==> config.mk <==
export PLATFORM = sky130hd
export DESIGN_NAME = line_scan_ctrl
export DESIGN_NICKNAME = d
export VERILOG_FILES = /design/src/rtl/line_scan_ctrl_pkg.sv /design/src/rtl/line_scan_ctrl_step_counter.sv /design/src/rtl/line_scan_ctrl.sv
export SDC_FILE = /design/constraint.sdc
export NUM_CORES = 1
export LEC_CHECK = 0
export CAP_MARGIN = 20
export CORE_AREA = 2 2 55 57
export CTS_BUF_LIST = sky130_fd_sc_hd__clkbuf_4 sky130_fd_sc_hd__clkbuf_8
export DETAILED_ROUTE_END_ITERATION = 8
export DIE_AREA = 0 0 57 59
export PLACE_DENSITY = 0.76
export SYNTH_ARGS = -nofsm -noshare
export SYNTH_HDL_FRONTEND = slang
export SYNTH_SLANG_ARGS = --single-unit
==> constraint.sdc <==
create_clock -name clk -period 1.5 [get_ports clk]
set_input_delay 0.3 -clock clk [delete_from_list [all_inputs] [get_ports clk]]
set_output_delay 0.3 -clock clk [all_outputs]
set_load 0.05 [all_outputs]
==> src/rtl/line_scan_ctrl_pkg.sv <==
// Shared game definitions for the playfield line sequencer and row storage.
package line_scan_ctrl_pkg;

  // Default playfield geometry, shared with the row storage
  localparam int LSC_NUM_LINES = 8;
  localparam int LSC_COLS      = 8;

  // Scan direction encoding as seen on mode_dir
  localparam logic DIR_UP   = 1'b0;
  localparam logic DIR_DOWN = 1'b1;

  typedef enum logic [1:0] {
    ST_IDLE = 2'd0,
    ST_SCAN = 2'd1,
    ST_DONE = 2'd2
  } scan_state_e;

endpackage

==> src/rtl/line_scan_ctrl_step_counter.sv <==
// Loadable up/down line index counter with a last-line flag for the scan direction.
module line_step_counter
  import line_scan_ctrl_pkg::*;
#(
  parameter int LINE_W    = 3,
  parameter int NUM_LINES = LSC_NUM_LINES
) (
  input  logic              clk,
  input  logic              rst,
  input  logic              load,
  input  logic [LINE_W-1:0] load_val,
  input  logic              step,
  input  logic              dir,
  output logic [LINE_W-1:0] count,
  output logic              is_last
);

  logic [LINE_W-1:0] count_d;
  logic [LINE_W-1:0] count_q;

  // Load has priority over stepping; step direction follows dir
  always_comb begin
    count_d = count_q;
    if (load) begin
      count_d = load_val;
    end else if (step) begin
      count_d = (dir == DIR_DOWN) ? count_q - LINE_W'(1) : count_q + LINE_W'(1);
    end
  end

  // Index register
  always_ff @(posedge clk) begin
    if (rst) count_q <= '0;
    else     count_q <= count_d;
  end

  assign count   = count_q;
  assign is_last = (dir == DIR_DOWN) ? (count_q == '0)
                                     : (count_q == LINE_W'(NUM_LINES - 1));

endmodule

==> src/rtl/line_scan_ctrl.sv <==
// Playfield line sequencer: walks line indices, records full rows into a mask and count.
module line_scan_ctrl
  import line_scan_ctrl_pkg::*;
#(
  parameter int NUM_LINES = LSC_NUM_LINES,
  parameter int LINE_W    = 3,
  parameter int COLS      = LSC_COLS,
  parameter int CNT_W     = 4
) (
  input  logic                 clk,
  input  logic                 rst,
  input  logic                 start,
  input  logic                 mode_dir,
  input  logic                 continuous,
  input  logic [COLS-1:0]      row_data,
  input  logic                 row_valid,
  output logic                 enable,
  output logic [LINE_W-1:0]    line_num,
  output logic                 busy,
  output logic                 done,
  output logic [NUM_LINES-1:0] full_mask,
  output logic [CNT_W-1:0]     full_count
);

  // Parameter sanity: enough index bits, and the full count can never wrap
  if (NUM_LINES < 2) begin : g_chk_lines
    $error("line_scan_ctrl: NUM_LINES must be at least 2");
  end
  if ((2 ** LINE_W) < NUM_LINES) begin : g_chk_line_w
    $error("line_scan_ctrl: LINE_W too narrow for NUM_LINES");
  end
  if ((2 ** CNT_W) <= NUM_LINES) begin : g_chk_cnt_w
    $error("line_scan_ctrl: CNT_W too narrow, full_count could wrap");
  end

  scan_state_e          state_d, state_q;
  logic                 dir_d, dir_q;
  logic [NUM_LINES-1:0] full_mask_d, full_mask_q;
  logic [CNT_W-1:0]     full_count_d, full_count_q;
  logic                 enable_d, enable_q;
  logic                 busy_d, busy_q;
  logic                 done_d, done_q;

  logic                 cnt_load;
  logic [LINE_W-1:0]    cnt_load_val;
  logic                 cnt_step;
  logic                 cnt_is_last;
  logic                 row_full;

  line_step_counter #(
    .LINE_W   (LINE_W),
    .NUM_LINES(NUM_LINES)
  ) u_step (
    .clk     (clk),
    .rst     (rst),
    .load    (cnt_load),
    .load_val(cnt_load_val),
    .step    (cnt_step),
    .dir     (dir_q),
    .count   (line_num),
    .is_last (cnt_is_last)
  );

  assign row_full = &row_data;

  // Next-state, re-arm and row accounting; status outputs decoded from next state
  always_comb begin
    state_d      = state_q;
    dir_d        = dir_q;
    full_mask_d  = full_mask_q;
    full_count_d = full_count_q;
    cnt_load     = 1'b0;
    cnt_load_val = '0;
    cnt_step     = 1'b0;
    unique case (state_q)
      ST_IDLE: begin
        // start wins over any row_valid seen while idle
        if (start) begin
          state_d      = ST_SCAN;
          dir_d        = mode_dir;
          full_mask_d  = '0;
          full_count_d = '0;
          cnt_load     = 1'b1;
          cnt_load_val = (mode_dir == DIR_DOWN) ? LINE_W'(NUM_LINES - 1) : '0;
        end
      end
      ST_SCAN: begin
        if (row_valid) begin
          for (int i = 0; i < NUM_LINES; i++) begin
            if (line_num == LINE_W'(i)) full_mask_d[i] = row_full;
          end
          full_count_d = full_count_q + {{(CNT_W - 1){1'b0}}, row_full};
          if (cnt_is_last) state_d  = ST_DONE;
          else             cnt_step = 1'b1;
        end
      end
      ST_DONE: begin
        if (continuous) begin
          state_d      = ST_SCAN;
          full_mask_d  = '0;
          full_count_d = '0;
          cnt_load     = 1'b1;
          cnt_load_val = (dir_q == DIR_DOWN) ? LINE_W'(NUM_LINES - 1) : '0;
        end else begin
          state_d      = ST_IDLE;
          cnt_load     = 1'b1;
          cnt_load_val = '0;
        end
      end
      default: begin
        state_d = ST_IDLE;
      end
    endcase
    enable_d = (state_d == ST_SCAN);
    busy_d   = (state_d != ST_IDLE);
    done_d   = (state_d == ST_DONE);
  end

  // Control and result registers
  always_ff @(posedge clk) begin
    if (rst) begin
      state_q      <= ST_IDLE;
      dir_q        <= DIR_UP;
      full_mask_q  <= '0;
      full_count_q <= '0;
      enable_q     <= 1'b0;
      busy_q       <= 1'b0;
      done_q       <= 1'b0;
    end else begin
      state_q      <= state_d;
      dir_q        <= dir_d;
      full_mask_q  <= full_mask_d;
      full_count_q <= full_count_d;
      enable_q     <= enable_d;
      busy_q       <= busy_d;
      done_q       <= done_d;
    end
  end

  assign enable     = enable_q;
  assign busy       = busy_q;
  assign done       = done_q;
  assign full_mask  = full_mask_q;
  assign full_count = full_count_q;

endmodule

==> reports/metrics.csv <==
stage,metric,value,unit
outcome,status,"finished, violations left",
outcome,violations,setup timing,
sta,fmax,651,MHz
critical_path,cp_max_fo,4,
sta,tightestPinTransition,378,ps
yosys,synth.area.mux_share,0.152,
yosys,yosysSeqAreaShare,0.347,
critical_path,worstSetupPathType,reg2reg,
detailed_routing,post_drt_wl_per_cell,15.4,µm
floorplan,chipHeight,59,µm
sta,hold_violations,0,
place,routabilityCongestion,0.759,
critical_path,path_buf_inv,0,
layout,postLayoutCoreUtil,0.741,
sta,finalSetupViolCount,2,
critical_path,slowest_delay,390,ps
yosys,ys_ff_latch,21,
global_routing,grt_max_degree,22,
critical_path,arrival,1770,ps
floorplan,core,2710,µm²
global_routing,grt_pass1_wl,5190,µm
job,cap_violations,0,
floorplan,dieArea,3360,µm²
sta,setup_ws,-35.8,ps
yosys,synth_compound_area_frac,0.0816,
clock_network,cts_max_path_buffers,2,
pwr,p_per_area,681,nW/µm²
yosys,postSynthAreaPerCell,9.32,µm²
critical_path,cp.required,1740,ps
clock_network,clock_latency,310,ps
layout,num_antenna_cells,0,
sta,maxSlewViolCount,0,
place,place_area,1880,µm²
global_routing,track_usage,0.198,
yosys,synthCells,130,
yosys,synth_ff_type,dfxtp_1,
yosys,syn_area,1210,µm²
detailed_routing,drt_iter0_markers,31,
critical_path,crit_slowest_cell,dfxtp_4,
yosys,synth_xor_area_frac,0.0289,
yosys,synth_top_family_by_area,simple AND/OR/NAND/NOR gates,
detailed_routing,drtPass1Iterations,4,
yosys,synth-simple-area-share,0.253,
critical_path,end_kind,flop,
global_routing,grt_pass1_vias,1195,
yosys,yosysWarnings,0,
clock_network,htreeDepth,1,
clock_network,cts_buffers,3,
clock_network,clk_pin_slew,120,ps
critical_path,cp_top_family,compound AO/OA/AOI/OAI gates,
sta,relSlewSlack,0.747,
floorplan,ios,32,
clock_network,cts_root_buf,clkbuf_4,
layout,syn_to_final_growth,65.9,%
detailed_routing,drc,0,
floorplan,die_w,57,µm
detailed_routing,detail_route.wirelength,3130,µm
yosys,synthAdderAreaFrac,0.0930,
sta,hold_ws,468,ps
critical_path,worstSetupStartpointType,flop,
pwr,power_leakage,0.858,nW
floorplan,rows,19,
layout,num-nets-final,197,
sta,finClkSkew,4.51,ps
critical_path,cp_cell_sequence,"ha_4, ha_4, nor2b_4, a211o_4, and3_4, a211oi_2",
sta,post-route-period-util,1.02,
detailed_routing,viasPerCell,5.53,
yosys,synth.net_count,153,
clock_network,cts_tree,yes,
sta,rsz0062_at_grt,yes,
pwr,vdd_ir_drop_max,662,µV
min_path,holdCritPathClass,in2reg,
yosys,synth_cell_types,35,
global_routing,globalRouteOverflowTotal,0,
floorplan,start_util,0.447,
yosys,synthArstFlopShare,0,
layout,fin_area,2010,µm²
layout,drive_above_1_share,0.364,
sta,min_period,1540,ps
detailed_routing,vias,1129,
yosys,synth_edf_count,0,
place,portBuffers,31,
critical_path,cp_common_cell,ha_4,
global_routing,antenna_found_initial,0,
detailed_routing,postRouteAntennaNets,0,
clock_network,numClockSinks,21,
place,dpl.hpwl,2200,µm
## stage by stage
step	total power [mW]	setup WS [ps]	instances	TNS [ps]
after global routing	1.42	-71.7	204	-232
after floorplan	0.871	6.20	130	0
after global placement	1.03	-235	198	-3400
after CTS	1.36	-43.8	203	-84.8
after detailed placement	1.05	-320	198	-4480
final	1.37	-35.8	204	-42.0
## synthesized netlist by cell type (all sizes together) (4+ instances only)
master | instances | share of area
a21oi | 5 | 0.021
buf | 5 | 0.023
dfxtp | 21 | 0.35
ha | 9 | 0.093
inv | 4 | 0.012
mux2i | 18 | 0.15
nand2 | 7 | 0.022
nor2 | 17 | 0.053
nor3 | 5 | 0.029
## path summary, 6_finish.rpt
path,start,end,slack [ps],cells past startpoint
max,u_step.count[1],u_step.count[0],-40,6
min reg2reg,full_count[0],full_count[0],550,2
max reg2reg,u_step.count[1],u_step.count[0],-40,6
min,row_valid,state_q[1],470,4
## where the power goes
| part | switching, mW | leakage [nW] | internal (mW) |
|---|---|---|---|
| combinational | 0.215 | 0.666 | 0.226 |
| clock | 0.183 | 0.0184 | 0.122 |
| sequential | 0.0425 | 0.173 | 0.580 |
## worst register-to-register path: cells and delay by family (launching register included)
kind | cells | cell delay (ps)
AOI/OAI and AO/OA | 2 | 460
and+or+nand+nor | 2 | 280
adders and majority gates | 2 | 320
DFF | 1 | 390
## state kept, by name, indices dropped and copies added, names as in the netlist
signal,count
u_step.count,3
done,1
full_mask,8
busy,1
enable,1
full_count,4
state_q,2
dir_q,1
## cells by family (layout without fill, tap and decap cells)
kind of cell             after synthesis  after routing
AND/OR/NAND/NOR                       52             52
AO/OA/AOI/OAI                         14             14
multiplexers                          18             18
flip-flops                            21             21
buffers and inverters                 12             55
adder cells (fa/ha/maj)                9              9
XOR/XNOR                               4              4
## per-layer routing
layer	up-vias	GRT usage	share of wire	routed length [µm]
li1	546	-	-	-
met2	38	0.392	0.55	1740
met5	-	0	0	0
met4	0	0.0631	0.0099	31
met3	3	0.0306	0.054	170
met1	542	0.213	0.38	1190
## placed cells by master, fill, tap and decap left out, drive strengths merged, types with 2 or more instances in the layout
| cell type | n |
|---|---|
| nand4 | 3 |
| nand3b | 2 |
| o21ai | 2 |
| clkdlybuf4s50 | 4 |
| nand4b | 3 |
| dlymetal6s2s | 9 |
| ha | 9 |
| clkbuf | 4 |
| a21oi | 5 |
| nand4bb | 3 |
| nand3 | 3 |
| nor2 | 17 |
| dfxtp | 21 |
| xor2 | 3 |
| nor2b | 3 |
| nand2 | 7 |
| buf | 34 |
| or2 | 2 |
| inv | 4 |
| a221oi | 2 |
| nor3 | 5 |
| mux2i | 18 |
## layout make-up
class,count,area [µm²]
clock buffers,4,30.0
fillers,204,701
inverters,4,20.0
multi-input cells,97,842
flip-flops and latches,21,433
well taps,31,38.8
repair buffers,47,646
## timing repair
item	4_1_cts	5_1_grt
endpoints found under the setup margin	4	13
resized for setup	3	19
buffers inserted	1	1
pin swaps	0	6
hold buffers	0	0
No activity file was read; power rests on OpenSTA's default activity.
